==> config.mk <==
export PLATFORM = sky130hd
export DESIGN_NAME = key_event_ctrl_flat
export DESIGN_NICKNAME = d
export VERILOG_FILES = /design/src/rtl/key_event_ctrl_if.sv /design/src/rtl/key_event_ctrl.sv /design/src/flat_wrapper.sv
export SDC_FILE = /design/constraint.sdc
export NUM_CORES = 1
export LEC_CHECK = 0
export BUFFER_PORTS_ARGS = -buffer_cell sky130_fd_sc_hd__clkbuf_2
export CORE_ASPECT_RATIO = 0.6
export CORE_UTILIZATION = 55
export CTS_BUF_LIST = sky130_fd_sc_hd__clkbuf_4
export CTS_CLUSTER_SIZE = 20
export DETAILED_ROUTE_END_ITERATION = 12
export HOLD_SLACK_MARGIN = 0.15
export PLACE_DENSITY = 0.71
export SLEW_MARGIN = 20
export SYNTH_ARGS = -nofsm -noshare
export SYNTH_HDL_FRONTEND = slang
export SYNTH_SLANG_ARGS = --single-unit
export TNS_END_PERCENT = 10
==> constraint.sdc <==
create_clock -name Clk -period 3.4 [get_ports Clk]
set_input_delay 0.34 -clock Clk [delete_from_list [all_inputs] [get_ports Clk]]
set_output_delay 0.34 -clock Clk [all_outputs]
set_load 0.01 [all_outputs]
==> src/rtl/key_event_ctrl_if.sv <==
// Event stream between the key event controller and the UI/mode-control consumer.
interface key_event_ctrl_if;
    logic       evt_valid;
    logic       evt_ready;
    logic [1:0] evt_key;
    logic [1:0] evt_type;
    logic       evt_drop;

    modport master (
        output evt_valid,
        output evt_key,
        output evt_type,
        output evt_drop,
        input  evt_ready
    );

    modport slave (
        input  evt_valid,
        input  evt_key,
        input  evt_type,
        input  evt_drop,
        output evt_ready
    );
endinterface

==> src/rtl/key_event_ctrl.sv <==
// Key event controller: classifies short/long/repeat presses on four debounced
// keys and merges them through a round-robin arbiter into one valid/ready stream.
module key_event_ctrl #(
    parameter int unsigned TICK_DIV  = 50_000,
    parameter int unsigned LONG_MS   = 1000,
    parameter int unsigned REPEAT_MS = 200
) (
    input  logic                    Clk,
    input  logic                    Rst_n,
    input  logic [3:0]              key_flag,
    input  logic [3:0]              key_state,
    key_event_ctrl_if.master        evt
);

    typedef enum logic [1:0] {ST_IDLE, ST_PRESSED, ST_HELD} key_st_t;
    typedef enum logic [1:0] {
        EVT_NONE   = 2'b00,
        EVT_SHORT  = 2'b01,
        EVT_LONG   = 2'b10,
        EVT_REPEAT = 2'b11
    } evt_t;

    localparam int unsigned DIV_W = (TICK_DIV > 1) ? $clog2(TICK_DIV) : 1;

    logic [DIV_W-1:0] div_cnt;
    logic             tick;
    logic [3:0]       press;
    logic [3:0]       rel;

    key_st_t          state    [4];
    key_st_t          state_nx [4];
    logic [15:0]      ms_cnt   [4];
    logic [15:0]      ms_cnt_nx[4];
    logic [3:0]       post;
    evt_t             post_type[4];

    logic [3:0]       pend;
    evt_t             ptype[4];
    logic [1:0]       rr_ptr;
    logic             slot_free;
    logic             grant_any;
    logic [1:0]       grant_idx;
    logic [1:0]       search_idx;
    logic [3:0]       grant_oh;

    assign tick  = (div_cnt == DIV_W'(TICK_DIV - 1));
    assign press = key_flag & ~key_state;
    assign rel   = key_flag &  key_state;

    // Free-running 1 ms time-base divider.
    always_ff @(posedge Clk or negedge Rst_n) begin
        if (!Rst_n)    div_cnt <= '0;
        else if (tick) div_cnt <= '0;
        else           div_cnt <= div_cnt + 1'b1;
    end

    // Per-key state and millisecond counter registers.
    always_ff @(posedge Clk or negedge Rst_n) begin
        if (!Rst_n) begin
            for (int unsigned i = 0; i < 4; i++) begin
                state[i]  <= ST_IDLE;
                ms_cnt[i] <= '0;
            end
        end else begin
            for (int unsigned i = 0; i < 4; i++) begin
                state[i]  <= state_nx[i];
                ms_cnt[i] <= ms_cnt_nx[i];
            end
        end
    end

    // Per-key next state and event posting; release takes priority over tick.
    always_comb begin
        for (int unsigned i = 0; i < 4; i++) begin
            state_nx[i]  = state[i];
            ms_cnt_nx[i] = ms_cnt[i];
            post[i]      = 1'b0;
            post_type[i] = EVT_NONE;
            case (state[i])
                ST_IDLE: begin
                    if (press[i]) begin
                        state_nx[i]  = ST_PRESSED;
                        ms_cnt_nx[i] = '0;
                    end
                end
                ST_PRESSED: begin
                    if (rel[i]) begin
                        post[i]      = 1'b1;
                        post_type[i] = EVT_SHORT;
                        state_nx[i]  = ST_IDLE;
                        ms_cnt_nx[i] = '0;
                    end else if (tick) begin
                        if (ms_cnt[i] + 16'd1 == 16'(LONG_MS)) begin
                            post[i]      = 1'b1;
                            post_type[i] = EVT_LONG;
                            state_nx[i]  = ST_HELD;
                            ms_cnt_nx[i] = '0;
                        end else begin
                            ms_cnt_nx[i] = ms_cnt[i] + 16'd1;
                        end
                    end
                end
                ST_HELD: begin
                    if (rel[i]) begin
                        state_nx[i]  = ST_IDLE;
                        ms_cnt_nx[i] = '0;
                    end else if (tick) begin
                        if (ms_cnt[i] + 16'd1 == 16'(REPEAT_MS)) begin
                            post[i]      = 1'b1;
                            post_type[i] = EVT_REPEAT;
                            ms_cnt_nx[i] = '0;
                        end else begin
                            ms_cnt_nx[i] = ms_cnt[i] + 16'd1;
                        end
                    end
                end
                default: begin
                    state_nx[i]  = ST_IDLE;
                    ms_cnt_nx[i] = '0;
                end
            endcase
        end
    end

    // Round-robin search starting just after the last granted key.
    always_comb begin
        slot_free  = !evt.evt_valid || evt.evt_ready;
        grant_any  = 1'b0;
        grant_idx  = rr_ptr;
        grant_oh   = '0;
        search_idx = rr_ptr;
        if (slot_free) begin
            for (int unsigned k = 1; k <= 4; k++) begin
                search_idx = rr_ptr + 2'(k);
                if (!grant_any && pend[search_idx]) begin
                    grant_any = 1'b1;
                    grant_idx = search_idx;
                end
            end
        end
        grant_oh[grant_idx] = grant_any;
    end

    // Pending slots; a same-cycle post wins over the grant clear and is not a drop.
    always_ff @(posedge Clk or negedge Rst_n) begin
        if (!Rst_n) begin
            pend         <= '0;
            evt.evt_drop <= 1'b0;
            for (int unsigned i = 0; i < 4; i++) ptype[i] <= EVT_NONE;
        end else begin
            evt.evt_drop <= |(post & pend & ~grant_oh);
            for (int unsigned i = 0; i < 4; i++) begin
                if (post[i]) begin
                    pend[i]  <= 1'b1;
                    ptype[i] <= post_type[i];
                end else if (grant_oh[i]) begin
                    pend[i]  <= 1'b0;
                end
            end
        end
    end

    // Output register and round-robin pointer.
    always_ff @(posedge Clk or negedge Rst_n) begin
        if (!Rst_n) begin
            evt.evt_valid <= 1'b0;
            evt.evt_key   <= '0;
            evt.evt_type  <= '0;
            rr_ptr        <= 2'd3;
        end else if (slot_free) begin
            if (grant_any) begin
                evt.evt_valid <= 1'b1;
                evt.evt_key   <= grant_idx;
                evt.evt_type  <= ptype[grant_idx];
                rr_ptr        <= grant_idx;
            end else begin
                evt.evt_valid <= 1'b0;
            end
        end
    end

endmodule

==> src/flat_wrapper.sv <==
// flat-port wrapper written by rule: the top's interface ports become plain ports
module key_event_ctrl_flat 
#(
    parameter int unsigned TICK_DIV  = 50_000,
    parameter int unsigned LONG_MS   = 1000,
    parameter int unsigned REPEAT_MS = 200
)
  (Clk, Rst_n, key_flag, key_state, evt_evt_valid, evt_evt_key, evt_evt_type, evt_evt_drop, evt_evt_ready);
  key_event_ctrl_if evt_i ();
  input  logic Clk;
  input  logic Rst_n;
  input  logic [3:0] key_flag;
  input  logic [3:0] key_state;
  output wire logic [$bits(evt_i.evt_valid)-1:0] evt_evt_valid;
  output wire logic [$bits(evt_i.evt_key)-1:0] evt_evt_key;
  output wire logic [$bits(evt_i.evt_type)-1:0] evt_evt_type;
  output wire logic [$bits(evt_i.evt_drop)-1:0] evt_evt_drop;
  input wire logic [$bits(evt_i.evt_ready)-1:0] evt_evt_ready;
  assign evt_evt_valid = evt_i.evt_valid;
  assign evt_evt_key = evt_i.evt_key;
  assign evt_evt_type = evt_i.evt_type;
  assign evt_evt_drop = evt_i.evt_drop;
  assign evt_i.evt_ready = evt_evt_ready;
  key_event_ctrl #(.TICK_DIV(TICK_DIV), .LONG_MS(LONG_MS), .REPEAT_MS(REPEAT_MS)) u_core (.Clk(Clk), .Rst_n(Rst_n), .key_flag(key_flag), .key_state(key_state), .evt(evt_i));
endmodule
==> results of run 1 <==
==> flip-flops by register name (all words and copies together), names as in the netlist <==
register	flops
u_core.ms_cnt	64
u_core.div_cnt	16
u_core.ptype	8
u_core.state	8
u_core.pend	4
u_core.evt.evt_key	2
u_core.evt.evt_type	2
u_core.rr_ptr	2
u_core.evt.evt_drop	1
u_core.evt.evt_valid	1
==> per-layer routing <==
| layer | GRT usage [%] | wire length, um | vias up |
|---|---|---|---|
| li1 | - | - | 3266 |
| met1 | 41.3 | 8760 | 3216 |
| met2 | 38.8 | 7430 | 203 |
| met3 | 4.52 | 905 | 14 |
| met4 | 5.58 | 141 | 0 |
| met5 | 0 | 0 | - |
==> synthesized netlist by cell type (13+ instances only) <==
cell type / number / area (um2)
or3_1: 16 / 100
nand3_1: 54 / 270
inv_1: 52 / 195
ha_1: 19 / 238
nor3_1: 27 / 135
xor2_1: 13 / 114
nand2b_1: 14 / 87.6
clkbuf_1: 29 / 109
xnor2_1: 15 / 131
nand2_1: 102 / 383
a22o_1: 17 / 149
nand4_1: 23 / 144
nor2_1: 63 / 236
o21ai_1: 27 / 135
a21oi_1: 49 / 245
o21ai_0: 43 / 215
dfrtp_1: 106 / 2650
==> worst paths after layout <==
path	startpoint	slack (ps)	cells after the start	to
max reg2reg	u_core.ms_cnt[16]	170	9	u_core.evt.evt_drop
min	key_flag[2]	180	3	u_core.ptype[3]
max in group asynchronous	Rst_n	2230	3	u_core.ms_cnt[44]
min reg2reg	u_core.div_cnt[0]	470	1	u_core.div_cnt[0]
min in group asynchronous	Rst_n	410	2	u_core.ms_cnt[13]
max	u_core.ms_cnt[16]	170	9	u_core.evt.evt_drop
==> final cells by class <==
class	instances	area share (%)
tap	170	2.75
timing repair buffer	36	3.30
clock inverter	7	0.857
sequential	108	35.0
clock buffer	9	0.874
inverter	53	2.57
multi-input combinational	689	54.7
==> report_power, final <==
| part | internal, mW | switching (mW) |
|---|---|---|
| Clock | 0.171 | 0.491 |
| Combinational | 0.602 | 1.03 |
| Sequential | 1.43 | 0.183 |
| Total | 2.21 | 1.70 |
==> kinds of logic (layout without fill, tap and decap cells) <==
logic type	Yosys count	count (layout)	share of synthesized area [%]
adder cells (fa/ha/maj)	19	19	3.25
XOR/XNOR	28	28	3.35
multiplexers	14	14	2.04
buffers and inverters	96	105	5.24
flip-flops	108	108	37.0
AO/OA/AOI/OAI	244	244	22.2
AND/OR/NAND/NOR	384	384	27.0
==> metrics by stage <==
step | util, % | setup TNS [ps] | hold slack [ps] | power, mW
floorplan | - | 0 | 44.4 | 2.83
global placement | 58.4 | 0 | 440 | 3.15
detailed placement | 58.4 | 0 | 453 | 3.22
CTS | 59.8 | 0 | 173 | 3.89
global route | 60.0 | -43.9 | 165 | 4.22
finish | 60.0 | 0 | 184 | 3.91
==> layout by cell type, fill, tap and decap left out, types with 13 or more instances in the layout <==
cell and instances:
o21ai_0 43, nand4_1 23, nor3_1 27, nand2_1 102, buf_4 16, o21ai_1 27
or3_1 16, ha_1 19, dfrtp_1 106, xnor2_1 15, xor2_1 13, a21oi_1 49
nand3_1 54, nor2_1 63, clkbuf_2 15, nand2b_1 14, inv_1 52, a22o_1 17
==> worst register-to-register path: cells and delay by family, from the launching register on <==
family / cells / cell delay, ps
adders and majority gates: 1 / 260
DFF: 1 / 480
AOI/OAI and AO/OA: 3 / 680
and+or+nand+nor: 5 / 1680
==> timing repair <==
item                                    in CTS  in global routing
endpoints found under the setup margin       0                 15
buffers inserted                             0                  3
endpoints found under the hold margin       55                  0
resized for setup                            0                  1
hold buffers                                 4                  0
==> run_results.csv, run 1 <==
group,metric,value,unit
run_status,outcome,"finished clean",
routing,vias,6699,
power_and_ir_drop,ir_drop,259,uV
grt,grt_pass1_vias,6167,
placed_design,dp_hpwl,12500,um
floorplanning,chipWidth,151,um
yosys,syn-num-nets,923,
critical_path,worst-path-buf-inv,0,
floorplanning,rows,32,
sta,fmax,310,MHz
placed_design,gp_congestion,0.914,
layout,register_area,2710,um2
layout,multi_input_area,4230,um2
sta,rsz0062_at_grt,"yes",
critical_path,crit_family,"simple AND/OR/NAND/NOR gates",
grt,antenna_found_initial,0,
routing,wl_per_cell,16.1,um
placed_design,place_ws,154,ps
critical_path,path_class,"reg2reg",
routing,drtIter0Drc,591,
layout,area_delta_synth_final,5.78,%
floorplanning,pin_count,17,
sta,period_minus_slack,3230,ps
sta,hold_viol,0,
yosys,ys_ff_latch,108,
yosys,netlist_instances,893,
critical_path,worstPathArrival,3600,ps
sta,skew,16.3,ps
floorplanning,initial_core_util,56.7,%
grt,grt_pass1_wl,29800,um
yosys,yosysSeqAreaShare,37.0,%
placed_design,port_buffers,16,
power_and_ir_drop,p_leak,3.11,nW
run,drv_cap,0,
power_and_ir_drop,powerDensity,505,nW/um2
sta,slew_headroom,46.2,%
floorplanning,dieHeight,91.3,um
layout,fin_area,7730,um2
sta,setup_violations,0,
routing,routed_wl,17200,um
critical_path,crit_chain,"ha_1 -> nand3_1 -> nor2_1 -> a211oi_1 -> nor3_1 -> nor2_1 -> a21boi_0 -> a211oi_1 -> or4b_1",
sta,worst_slew_pin_slew,807,ps
routing,ant_nets,0,
min_path,min_path_type,"in2reg",
yosys,ys_warn_count,0,
critical_path,cp-start-kind,"flop",
clock_tree,worstSkewPairLatency,500,ps
critical_path,max_stage_delay,540,ps
clock_tree,cts_made_buffers,9,
floorplanning,die_area,13800,um2
clock_tree,clk_pin_slew,190,ps
grt,grt_max_degree,56,
yosys,ys.flop_type,"dfrtp_1",
grt,grt_use_total,26.8,%
floorplanning,core,12900,um2
placed_design,placed_cells,1049,
yosys,yosysUniqueCellTypes,81,
clock_tree,clockBufferDepth,2,
clock_tree,clkSinkCount,108,
clock_tree,cts_tree,"yes",
layout,nets,927,
routing,drc,0,
yosys,syn_area,7310,um2
critical_path,crit_required,3780,ps
sta,worst_slack,173,ps
layout,stdcell_count,1072,
sta,fin_crit_sh,94.9,%
critical_path,end_kind,"flop",
layout,fill_cells,1144,
yosys,synth_edf_count,0,
layout,diodes,0,
placed_design,dpl_cell_area,7530,um2
critical_path,path_max_fanout,7,
grt,gr-total-overflow,0,
routing,dr.pass1.iters,5,
yosys,async_reset_ff_share,100,%
critical_path,slowest_stage,"or4b_1",
yosys,syn_area_per_cell,8.19,um2
clock_tree,cts_root_buf,"clkbuf_4",
layout,drive_gt1_share,7.76,%
routing,viasPerCell,6.25,
clock_tree,cts.htree.levels,3,
sta,report.final.slew_viol_count,0,
Note: power is estimated with default switching activity, not from simulation.
==> run 2: changes to the inputs <==
==> constraint.sdc (replaced) <==
create_clock -name Clk -period 3.4 [get_ports Clk]
set_input_delay 0.17 -clock Clk [delete_from_list [all_inputs] [get_ports Clk]]
set_output_delay 0.17 -clock Clk [all_outputs]
set_load 0.01 [all_outputs]
==> run 2 against run 1 <==
Net effect:
- sequential power is essentially flat
- flip-flop and latch count did not move
- maximum frequency grew 2.0%
- sequential share of layout area decreased by 0.51 points
- register-to-register slack better by 60 ps
- non-clock buffer count rose by 7
- power rose by 0.43%
- die area did not move
- largest cell class unchanged
- largest power group unchanged
==> run_results.csv, run 2 (synthesis results as in run 1) <==
group,metric,value,unit
run_status,outcome,"finished clean",
grt,gr-total-overflow,0,
layout,final_common_cell,"dfrtp_1",
layout,area_delta_synth_final,7.41,%
clock_tree,cts_root_buf,"clkbuf_4",
run,drv_cap,0,
layout,largest_registers,"u_core.ms_cnt: 64 flops, u_core.div_cnt: 16 flops",
placed_design,dpl_cell_area,7540,um2
critical_path,crit_chain,"nand4_1 -> or2_0 -> or4_1 -> a31oi_1 -> nand3_1 -> a21oi_2 -> nor2_1 -> a221oi_1 -> dlygate4sd3_1",
critical_path,reg2reg_slack,240,ps
floorplanning,pin_count,17,
sta,slew_headroom,46.2,%
placed_design,place_ws,180,ps
sta,fin_crit_sh,93.0,%
power_and_ir_drop,powerDensity,500,nW/um2
routing,routed_wl,17400,um
grt,antenna_found_initial,1,
critical_path,path_max_fanout,7,
critical_path,max_stage_delay,590,ps
critical_path,crit_required,3820,ps
routing,vias,6779,
routing,wl_per_cell,16.2,um
sta,report.final.slew_viol_count,0,
power_and_ir_drop,p_total,3.92,mW
clock_tree,clockBufferDepth,2,
layout,stdcell_count,1079,
critical_path,worst-path-buf-inv,1,
critical_path,slowest_stage,"dlygate4sd3_1",
sta,worst_slew_pin_slew,807,ps
layout,nets,934,
clock_tree,worstSkewPairLatency,480,ps
grt,grt_pass1_wl,29300,um
clock_tree,clk_pin_slew,160,ps
grt,grt_max_degree,56,
clock_tree,cts_made_buffers,9,
layout,fin_area,7850,um2
clock_tree,cts.htree.levels,3,
floorplanning,rows,32,
routing,dr.pass1.iters,5,
sta,skew,14.1,ps
critical_path,cp-start-kind,"flop",
floorplanning,core,12900,um2
placed_design,placed_cells,1050,
critical_path,worstPathArrival,3590,ps
placed_design,gp_congestion,0.965,
layout,top_register,"u_core.ms_cnt",
power_and_ir_drop,ir_drop,207,uV
floorplanning,initial_core_util,56.7,%
floorplanning,die_area,13800,um2
clock_tree,postCtsSetupBuffers,0,
grt,grt_use_total,26.4,%
routing,drtIter0Drc,522,
floorplanning,chipWidth,151,um
grt,grt_pass1_vias,6054,
power_and_ir_drop,p_leak,3.14,nW
sta,hold_viol,0,
clock_tree,clkSinkCount,108,
min_path,min_path_type,"in2async",
routing,drc,0,
placed_design,port_buffers,16,
layout,final_util,60.9,%
sta,period_minus_slack,3160,ps
layout,drive_gt1_share,8.15,%
layout,largest_reg_flops,64,
critical_path,path_class,"reg2reg",
placed_design,dp_hpwl,12800,um
clock_tree,cts_tree,"yes",
routing,ant_nets,0,
routing,viasPerCell,6.28,
critical_path,crit_family,"simple AND/OR/NAND/NOR gates",
sta,worst_slack,237,ps
sta,setup_violations,0,
layout,layout_common_cells,"105 x dfrtp_1, 102 x nand2_1, 63 x nor2_1",
critical_path,end_kind,"flop",
sta,fmax,316,MHz
floorplanning,dieHeight,91.3,um
-- run 2: cell count changes in the layout (fill, tap and decap cells not counted), sizes merged --
cell,change
buf,-2
clkinvlp,-1
bufinv,+1
inv,-4
diode,+1
dlygate4sd3,+9
clkinv,+3
-- run 2: layout make-up --
class,count,area [um2]
tap,170,213
clock buffer,9,67.6
clock inverter,6,65.1
fill,1123,5040
inverter,53,199
timing repair buffer,43,330
antenna,1,2.50
multi-input combinational,689,4270
sequential,108,2710
-- run 2: timing repair --
action	4_1_cts	5_1_grt
hold buffers	13	0
hold endpoints to repair	63	0
setup endpoints to repair	0	20
gates resized for setup	0	9
-- run 2: stage by stage --
step	TNS, ps	hold slack, ps
6_report	0	260
5_1_grt	-2.05	307
4_1_cts	0	275
3_5_place_dp	0	266
3_3_place_gp	0	262
2_1_floorplan	0	-126
-- run 2: per-layer routing --
layer / vias to the layer above / part of all wire [%] / track usage (%)
met5: - / 0 / 0
met4: 0 / 0.63 / 5.67
met3: 9 / 6.2 / 4.72
met2: 222 / 43 / 38.3
met1: 3269 / 50 / 40.5
li1: 3279 / - / -
-- run 2: path summary, 6_finish.rpt --
kind                                   startpoint  depth (start not counted)                 to
worst max-delay path            u_core.ms_cnt[51]                          9    u_core.state[7]
worst min-delay path                        Rst_n                          2  u_core.ms_cnt[12]
worst max register to register  u_core.ms_cnt[51]                          9    u_core.state[7]
worst min register to register  u_core.div_cnt[0]                          1  u_core.div_cnt[0]
max in group asynchronous                   Rst_n                          3  u_core.div_cnt[1]
min in group Clk                u_core.div_cnt[0]                          1  u_core.div_cnt[0]
-- run 2: report_power, final --
part           total [mW]  switching (mW)  internal, mW
clock               0.659           0.437         0.222
sequential           1.61           0.180          1.43
combinational        1.65            1.05         0.606
total                3.92            1.66          2.26
